## config.mk

```make
export PLATFORM = sky130hd
export DESIGN_NAME = apu_i2s_transmitter
export DESIGN_NICKNAME = d
export VERILOG_FILES = /design/src/rtl/apu_i2s_transmitter_pkg.sv /design/src/rtl/apu_i2s_transmitter_clock_divider.sv /design/src/rtl/apu_i2s_transmitter.sv
export SDC_FILE = /design/constraint.sdc
export NUM_CORES = 1
export LEC_CHECK = 0
export ABC_AREA = 1
export BUFFER_PORTS_ARGS = -buffer_cell sky130_fd_sc_hd__buf_2
export CORE_UTILIZATION = 50
export DETAILED_ROUTE_END_ITERATION = 8
export PLACE_DENSITY_LB_ADDON = 0.25
export SYNTH_ARGS = -nofsm -noshare
export SYNTH_HDL_FRONTEND = slang
export SYNTH_SLANG_ARGS = --single-unit
```

## constraint.sdc

```tcl
create_clock -name i_clk -period 1.6 [get_ports i_clk]
set_input_delay 0.16 -clock i_clk [delete_from_list [all_inputs] [get_ports i_clk]]
set_output_delay 0.16 -clock i_clk [all_outputs]
set_load 0.05 [all_outputs]
```

## src/rtl/apu_i2s_transmitter_pkg.sv

```systemverilog
// Shared types, constants and sample conversion for the APU I2S transmitter.
package apu_i2s_transmitter_pkg;

  // Channels per I2S frame (mono source duplicated on both).
  localparam int unsigned I2S_SLOTS      = 2;

  // Widest slot the conversion helper supports.
  localparam int unsigned MAX_WORD_WIDTH = 32;

  // Two's-complement zero; the word played before any sample arrives.
  localparam logic [MAX_WORD_WIDTH-1:0] MIDSCALE_WORD = '0;

  // Word-select encoding on o_lrclk.
  typedef enum logic {
    SLOT_LEFT  = 1'b0,
    SLOT_RIGHT = 1'b1
  } i2s_slot_e;

  // Offset-binary sample to left-justified two's-complement word (LSBs zero).
  function automatic logic [MAX_WORD_WIDTH-1:0] offset_to_signed(
    input logic [MAX_WORD_WIDTH-1:0] sample,
    input int unsigned               sample_width,
    input int unsigned               word_width
  );
    logic [MAX_WORD_WIDTH-1:0] flipped;
    flipped = sample ^ (MAX_WORD_WIDTH'(1) << (sample_width - 1));
    return flipped << (word_width - sample_width);
  endfunction

endpackage

```

## src/rtl/apu_i2s_transmitter_clock_divider.sv

```systemverilog
// BCLK generator: toggles o_bclk every BCLK_DIV cycles and flags the falling edge.
module apu_i2s_transmitter_clock_divider #(
  parameter int unsigned BCLK_DIV = 4
) (
  input  logic i_clk,
  input  logic i_rst_n,
  output logic o_bclk,
  output logic o_fall_c
);

  localparam int unsigned         CNT_W   = (BCLK_DIV > 1) ? $clog2(BCLK_DIV) : 1;
  localparam logic [CNT_W-1:0]    CNT_MAX = CNT_W'(BCLK_DIV - 1);

  logic [CNT_W-1:0] r_cnt;
  logic             r_bclk;
  logic             w_wrap;

  // Wrap marks the cycle whose clock edge toggles BCLK.
  assign w_wrap   = (r_cnt == CNT_MAX);
  assign o_fall_c = w_wrap && r_bclk;
  assign o_bclk   = r_bclk;

  // Half-period counter and bit clock register.
  always_ff @(posedge i_clk or negedge i_rst_n) begin
    if (!i_rst_n) begin
      r_cnt  <= '0;
      r_bclk <= 1'b0;
    end else if (w_wrap) begin
      r_cnt  <= '0;
      r_bclk <= ~r_bclk;
    end else begin
      r_cnt  <= r_cnt + CNT_W'(1);
    end
  end

endmodule

```

## src/rtl/apu_i2s_transmitter.sv

```systemverilog
// Mono sample to Philips I2S serialiser with one-entry holding register.
module apu_i2s_transmitter
  import apu_i2s_transmitter_pkg::*;
#(
  parameter int unsigned BCLK_DIV     = 4,
  parameter int unsigned SAMPLE_WIDTH = 9,
  parameter int unsigned WORD_WIDTH   = 16
) (
  input  logic                    i_clk,
  input  logic                    i_rst_n,
  input  logic [SAMPLE_WIDTH-1:0] i_sample,
  input  logic                    i_sample_valid,
  output logic                    o_sample_ready,
  output logic                    o_bclk,
  output logic                    o_lrclk,
  output logic                    o_sdata,
  output logic                    o_frame_stb,
  output logic                    o_underrun
);

  localparam int unsigned      FRAME_BITS = I2S_SLOTS * WORD_WIDTH;
  localparam int unsigned      K_W        = $clog2(FRAME_BITS);
  localparam int unsigned      B_W        = $clog2(WORD_WIDTH);
  localparam logic [K_W-1:0]   K_LAST     = K_W'(FRAME_BITS - 1);
  localparam logic [K_W-1:0]   K_WORD     = K_W'(WORD_WIDTH);

  logic                    w_bclk;
  logic                    w_fall;
  logic [K_W-1:0]          r_k;
  logic [K_W-1:0]          w_k_next;
  logic [K_W-1:0]          w_fidx;
  logic [B_W-1:0]          w_bit_sel;
  i2s_slot_e               w_slot_next;
  logic                    w_load;
  logic                    w_accept;
  logic [SAMPLE_WIDTH-1:0] r_hold;
  logic                    r_full;
  logic [WORD_WIDTH-1:0]   r_active;
  logic [WORD_WIDTH-1:0]   w_conv;
  logic                    r_lrclk;
  logic                    r_sdata;
  logic                    r_frame_stb;
  logic                    r_underrun;

  apu_i2s_transmitter_clock_divider #(
    .BCLK_DIV (BCLK_DIV)
  ) u_clock_divider (
    .i_clk    (i_clk),
    .i_rst_n  (i_rst_n),
    .o_bclk   (w_bclk),
    .o_fall_c (w_fall)
  );

  // Next bit index, and which word bit goes out after the one-BCLK I2S delay.
  // The bit leaving at index k+1 is frame bit (FRAME_BITS-1-k); both halves carry the same word.
  always_comb begin
    w_k_next    = (r_k == K_LAST) ? '0 : r_k + K_W'(1);
    w_fidx      = K_LAST - r_k;
    w_bit_sel   = (w_fidx >= K_WORD) ? B_W'(w_fidx - K_WORD) : B_W'(w_fidx);
    w_slot_next = (w_k_next >= K_WORD) ? SLOT_RIGHT : SLOT_LEFT;
  end

  assign w_load   = w_fall && (r_k == K_LAST);
  assign w_accept = i_sample_valid && !r_full;
  assign w_conv   = WORD_WIDTH'(offset_to_signed(MAX_WORD_WIDTH'(r_hold), SAMPLE_WIDTH, WORD_WIDTH));

  // Bit index and serial outputs, advanced only on BCLK falling edges.
  always_ff @(posedge i_clk or negedge i_rst_n) begin
    if (!i_rst_n) begin
      r_k     <= K_LAST;
      r_lrclk <= 1'b0;
      r_sdata <= 1'b0;
    end else if (w_fall) begin
      r_k     <= w_k_next;
      r_lrclk <= (w_slot_next == SLOT_RIGHT);
      r_sdata <= r_active[w_bit_sel];
    end
  end

  // Holding register: filled by the handshake, drained by a frame load (no bypass).
  always_ff @(posedge i_clk or negedge i_rst_n) begin
    if (!i_rst_n) begin
      r_hold <= '0;
      r_full <= 1'b0;
    end else if (w_load && r_full) begin
      r_full <= 1'b0;
    end else if (w_accept) begin
      r_hold <= i_sample;
      r_full <= 1'b1;
    end
  end

  // Active word: replaced at a frame load only if a sample is waiting, else repeats.
  always_ff @(posedge i_clk or negedge i_rst_n) begin
    if (!i_rst_n) begin
      r_active <= WORD_WIDTH'(MIDSCALE_WORD);
    end else if (w_load && r_full) begin
      r_active <= w_conv;
    end
  end

  // Frame and underrun strobes, aligned with the load edge.
  always_ff @(posedge i_clk or negedge i_rst_n) begin
    if (!i_rst_n) begin
      r_frame_stb <= 1'b0;
      r_underrun  <= 1'b0;
    end else begin
      r_frame_stb <= w_load;
      r_underrun  <= w_load && !r_full;
    end
  end

  assign o_sample_ready = !r_full;
  assign o_bclk         = w_bclk;
  assign o_lrclk        = r_lrclk;
  assign o_sdata        = r_sdata;
  assign o_frame_stb    = r_frame_stb;
  assign o_underrun     = r_underrun;

endmodule

```

==> impl_metrics.py <==
metrics = {
    "status": {
        "status": "complete, but fails checks",
        "violations": "negative setup slack",
    },
    "setup_path": {
        "worstSetupEndpointType": "flop",
        "critPathKind": "reg -> reg",
        "cp_top_family": "flip-flops",
        "path_buf_inv": 3,
        "cp_cell_sequence": "ha_4 > nand2_2 > nor2_2 > ha_2 > inv_4 > nor2_8 > inv_4 > nor2_8 > clkbuf_16 > nand2_2 > o21ai_1",
        "crit_slowest_cell": "dfstp_2",
        "cp-start-kind": "flop",
        "cpPeakStageDelay_ns": 0.57,
        "critPathRequiredTime_ns": 1.87,
        "crit_arrival_ns": 2.04,
        "worst-path-max-fanout": 7,
    },
    "sta": {
        "worst_slew_pin_slew_ns": 0.6573,
        "max_freq_mhz": 564.6,
        "finalHoldViolCount": 0,
        "period_needed_ns": 1.771,
        "rsz0062_at_grt": "yes",
        "setup-violations-final": 10,
        "drv_slew": 0,
        "fin_crit_sh_pct": 110.7,
        "setup_ws_ns": -0.1710,
        "slew_headroom_pct": 56.18,
        "skew_ns": 0.002523,
    },
    "cells_and_area": {
        "utilization_pct": 68.47,
        "area_delta_synth_final_pct": 27.61,
        "nets": 178,
        "drive_gt1_share_pct": 45.12,
        "multi_input_area_um2": 525.5,
        "fillers": 197,
        "seqCellArea_um2": 782.0,
        "final_cell_count_no_fill": 194,
        "n_antenna_cell": 0,
        "final_area_um2": 1712,
    },
    "routing": {
        "wl_per_cell_um": 13.39,
        "dr.pass1.iters": 4,
        "vias": 974,
        "drcViolationCount": 0,
        "final_antenna_net_count": 0,
        "drt-initial-drc-count": 27,
        "viasPerCell": 5.021,
        "routed_wl_um": 2598,
    },
    "yosys": {
        "ys.flop_type": "dfrtp_1",
        "yosys-top-cells-count": "nand2_1 (28), dfrtp_1 (26), inv_1 (17)",
        "syn-cell-area_um2": 1341,
        "synth_top_area_cell": "dfrtp_1",
        "syn-num-nets": 143,
        "yosysMostFrequentCell": "nand2_1",
        "synth_edf_count": 0,
        "synth_seq_area_share_pct": 58.30,
        "synth.top_cell.area_share_pct": 48.51,
        "async_flop_share_pct": 100.0,
        "synth_cell_types": 20,
        "yosysWarnings": 0,
        "syn_inst": 128,
        "syn_avg_cell_area_um2": 10.48,
        "synth_seq_cells": 31,
        "synth_area_leaders": "dfrtp_1 (49%), dfstp_2 (9.8%), nand2_1 (7.8%)",
    },
    "floorplan": {
        "num_io_pins": 18,
        "core-area_um2": 2500,
        "dieWidth_um": 53.80,
        "die_h_um": 53.80,
        "die-area_um2": 2894,
        "start_util_pct": 53.65,
        "num_rows": 18,
    },
    "global_routing": {
        "grt_pass1_vias": 914,
        "grt_pass1_wl_um": 4029,
        "grt_max_degree": 32,
        "grt-ovfl-total": 0,
        "track_usage_pct": 20.95,
        "grt_antenna_before_repair": 0,
    },
    "cts": {
        "cts-root-buf": "clkbuf_4",
        "cts_buffers": 5,
        "clkLatencyLatePin_ns": 0.33,
        "clockBufferDepth": 2,
        "tritoncts": "done",
        "h-tree-depth": 2,
        "clock_sinks": 31,
        "cts.reportedPaths.clkPinSlew_ns": 0.09,
    },
    "power": {
        "p_per_area_nw_per_um2": 844.2,
        "ir_drop_uv": 745.4,
        "power.leakage_uw": 0.0009076,
    },
    "place": {
        "gp_congestion": 0.9426,
        "dp.cells": 180,
        "hpwlAfterDp_um": 1646,
        "port_buffers": 17,
        "place_area_um2": 1506,
    },
    "run": {
        "maxCapViolations": 0,
    },
    "min_path": {
        "min_path_type": "in -> reg",
    },
}
-- sequential cells by signal (all words and copies together), names as in the netlist --
| name | cells |
|---|---|
| o_lrclk | 1 |
| o_sdata | 1 |
| u_clock_divider.o_bclk | 1 |
| o_underrun | 1 |
| r_hold | 9 |
| u_clock_divider.r_cnt | 2 |
| r_active | 9 |
| r_full | 1 |
| o_frame_stb | 1 |
| r_k | 5 |
-- timing repair --
item                       in CTS  in global routing
cloned                          0                  1
resized for setup               7                 16
hold buffers                    1                  0
setup endpoints to repair      10                 12
pin swaps                       0                  7
hold endpoints to repair       26                  0
buffers inserted                1                  4
-- worst reg2reg max path, cell delays in order, from the launching register on --
cell       delay [ns]
dfstp_2          0.57
ha_4             0.14
nand2_2          0.06
nor2_2           0.11
ha_2             0.20
inv_4            0.05
nor2_8           0.09
inv_4            0.06
nor2_8           0.14
clkbuf_16        0.17
nand2_2          0.05
o21ai_1          0.06
-- worst paths after layout --
path | startpoint | to | slack [ns] | cells past startpoint
max in group asynchronous | i_rst_n | r_hold[5]$_DFFE_PN0P_ | 0.79 | 2
min in group asynchronous | i_rst_n | u_clock_divider.o_bclk$_DFFE_PN0N_ | 0.38 | 2
worst max-delay path | r_k[1]$_DFFE_PN1N_ | r_active[9]$_DFFE_PN0P_ | -0.17 | 11
worst min register to register | r_full$_DFFE_PN0P_ | o_underrun$_DFF_PN0_ | 0.42 | 1
worst max register to register | r_k[1]$_DFFE_PN1N_ | r_active[9]$_DFFE_PN0P_ | -0.17 | 11
worst min-delay path | i_sample[6] | r_hold[6]$_DFFE_PN0P_ | 0.05 | 2
-- area by class of cell --
cell class,count,share of cell area (%)
well taps,30,2.193
inverters,18,4.240
multi-input cells,78,30.70
flip-flops and latches,31,45.69
repair buffers,29,12.13
clock buffers,6,2.997
clock inverters,2,2.047
-- cell usage in the layout (no fill, tap or decap), types with 2 or more instances in the layout --
cell,count
dfrtp_1,26
clkbuf_4,5
mux2_2,9
dfstp_2,5
inv_1,15
o21ai_2,5
nand2_2,10
buf_2,17
nor2_1,8
nor3_1,2
inv_4,2
o21ai_1,3
nand2_1,19
nor2_8,2
nand3_1,9
o21ai_0,3
buf_4,9
-- per-layer routing --
layer / wire [um] / GRT usage [%] / vias up / part of all wire [%]
met1: 1099 / 24.00 / 465 / 42
met5: 0 / 0 / - / 0
li1: - / - / 479 / -
met2: 1316 / 34.16 / 26 / 51
met4: 36 / 9.211 / 0 / 1.4
met3: 146 / 8.475 / 4 / 5.6
-- cells by family (layout without fill, tap and decap cells) --
kind of cell / count (synthesis) / in the layout / synth area share (%)
mux: 9 / 9 / 7.556
buf+inv: 19 / 55 / 6.343
simple gates: 52 / 52 / 18.75
fa+ha+maj: 3 / 3 / 2.799
flops: 31 / 31 / 58.30
compound gates: 14 / 14 / 6.250
-- report_power, final --
group | internal [uW] | total (uW) | switching, uW | leakage [uW]
logic | 11.0 | 28.3 | 17.3 | 0.000453
registers | 784 | 784 | 0 | 0.000406
clock network | 369 | 633 | 264 | 0.0000482
-- through the flow --
| stage | worst slack (ns) | power [uW] | setup TNS, ns | hold WS, ns |
|---|---|---|---|---|
| after floorplan | -0.08271 | 798.9 | -0.6600 | -0.1356 |
| after global placement | -0.02840 | 825.2 | -0.1797 | 0.2190 |
| after detailed placement | -0.1063 | 826.4 | -0.6815 | 0.2250 |
| after CTS | -0.1223 | 1456 | -0.8242 | 0.04435 |
| after global routing | -0.2416 | 1500 | -2.090 | 0.04295 |
| final | -0.1710 | 1445 | -1.323 | 0.05056 |
Power figures use the tool's default switching activity.
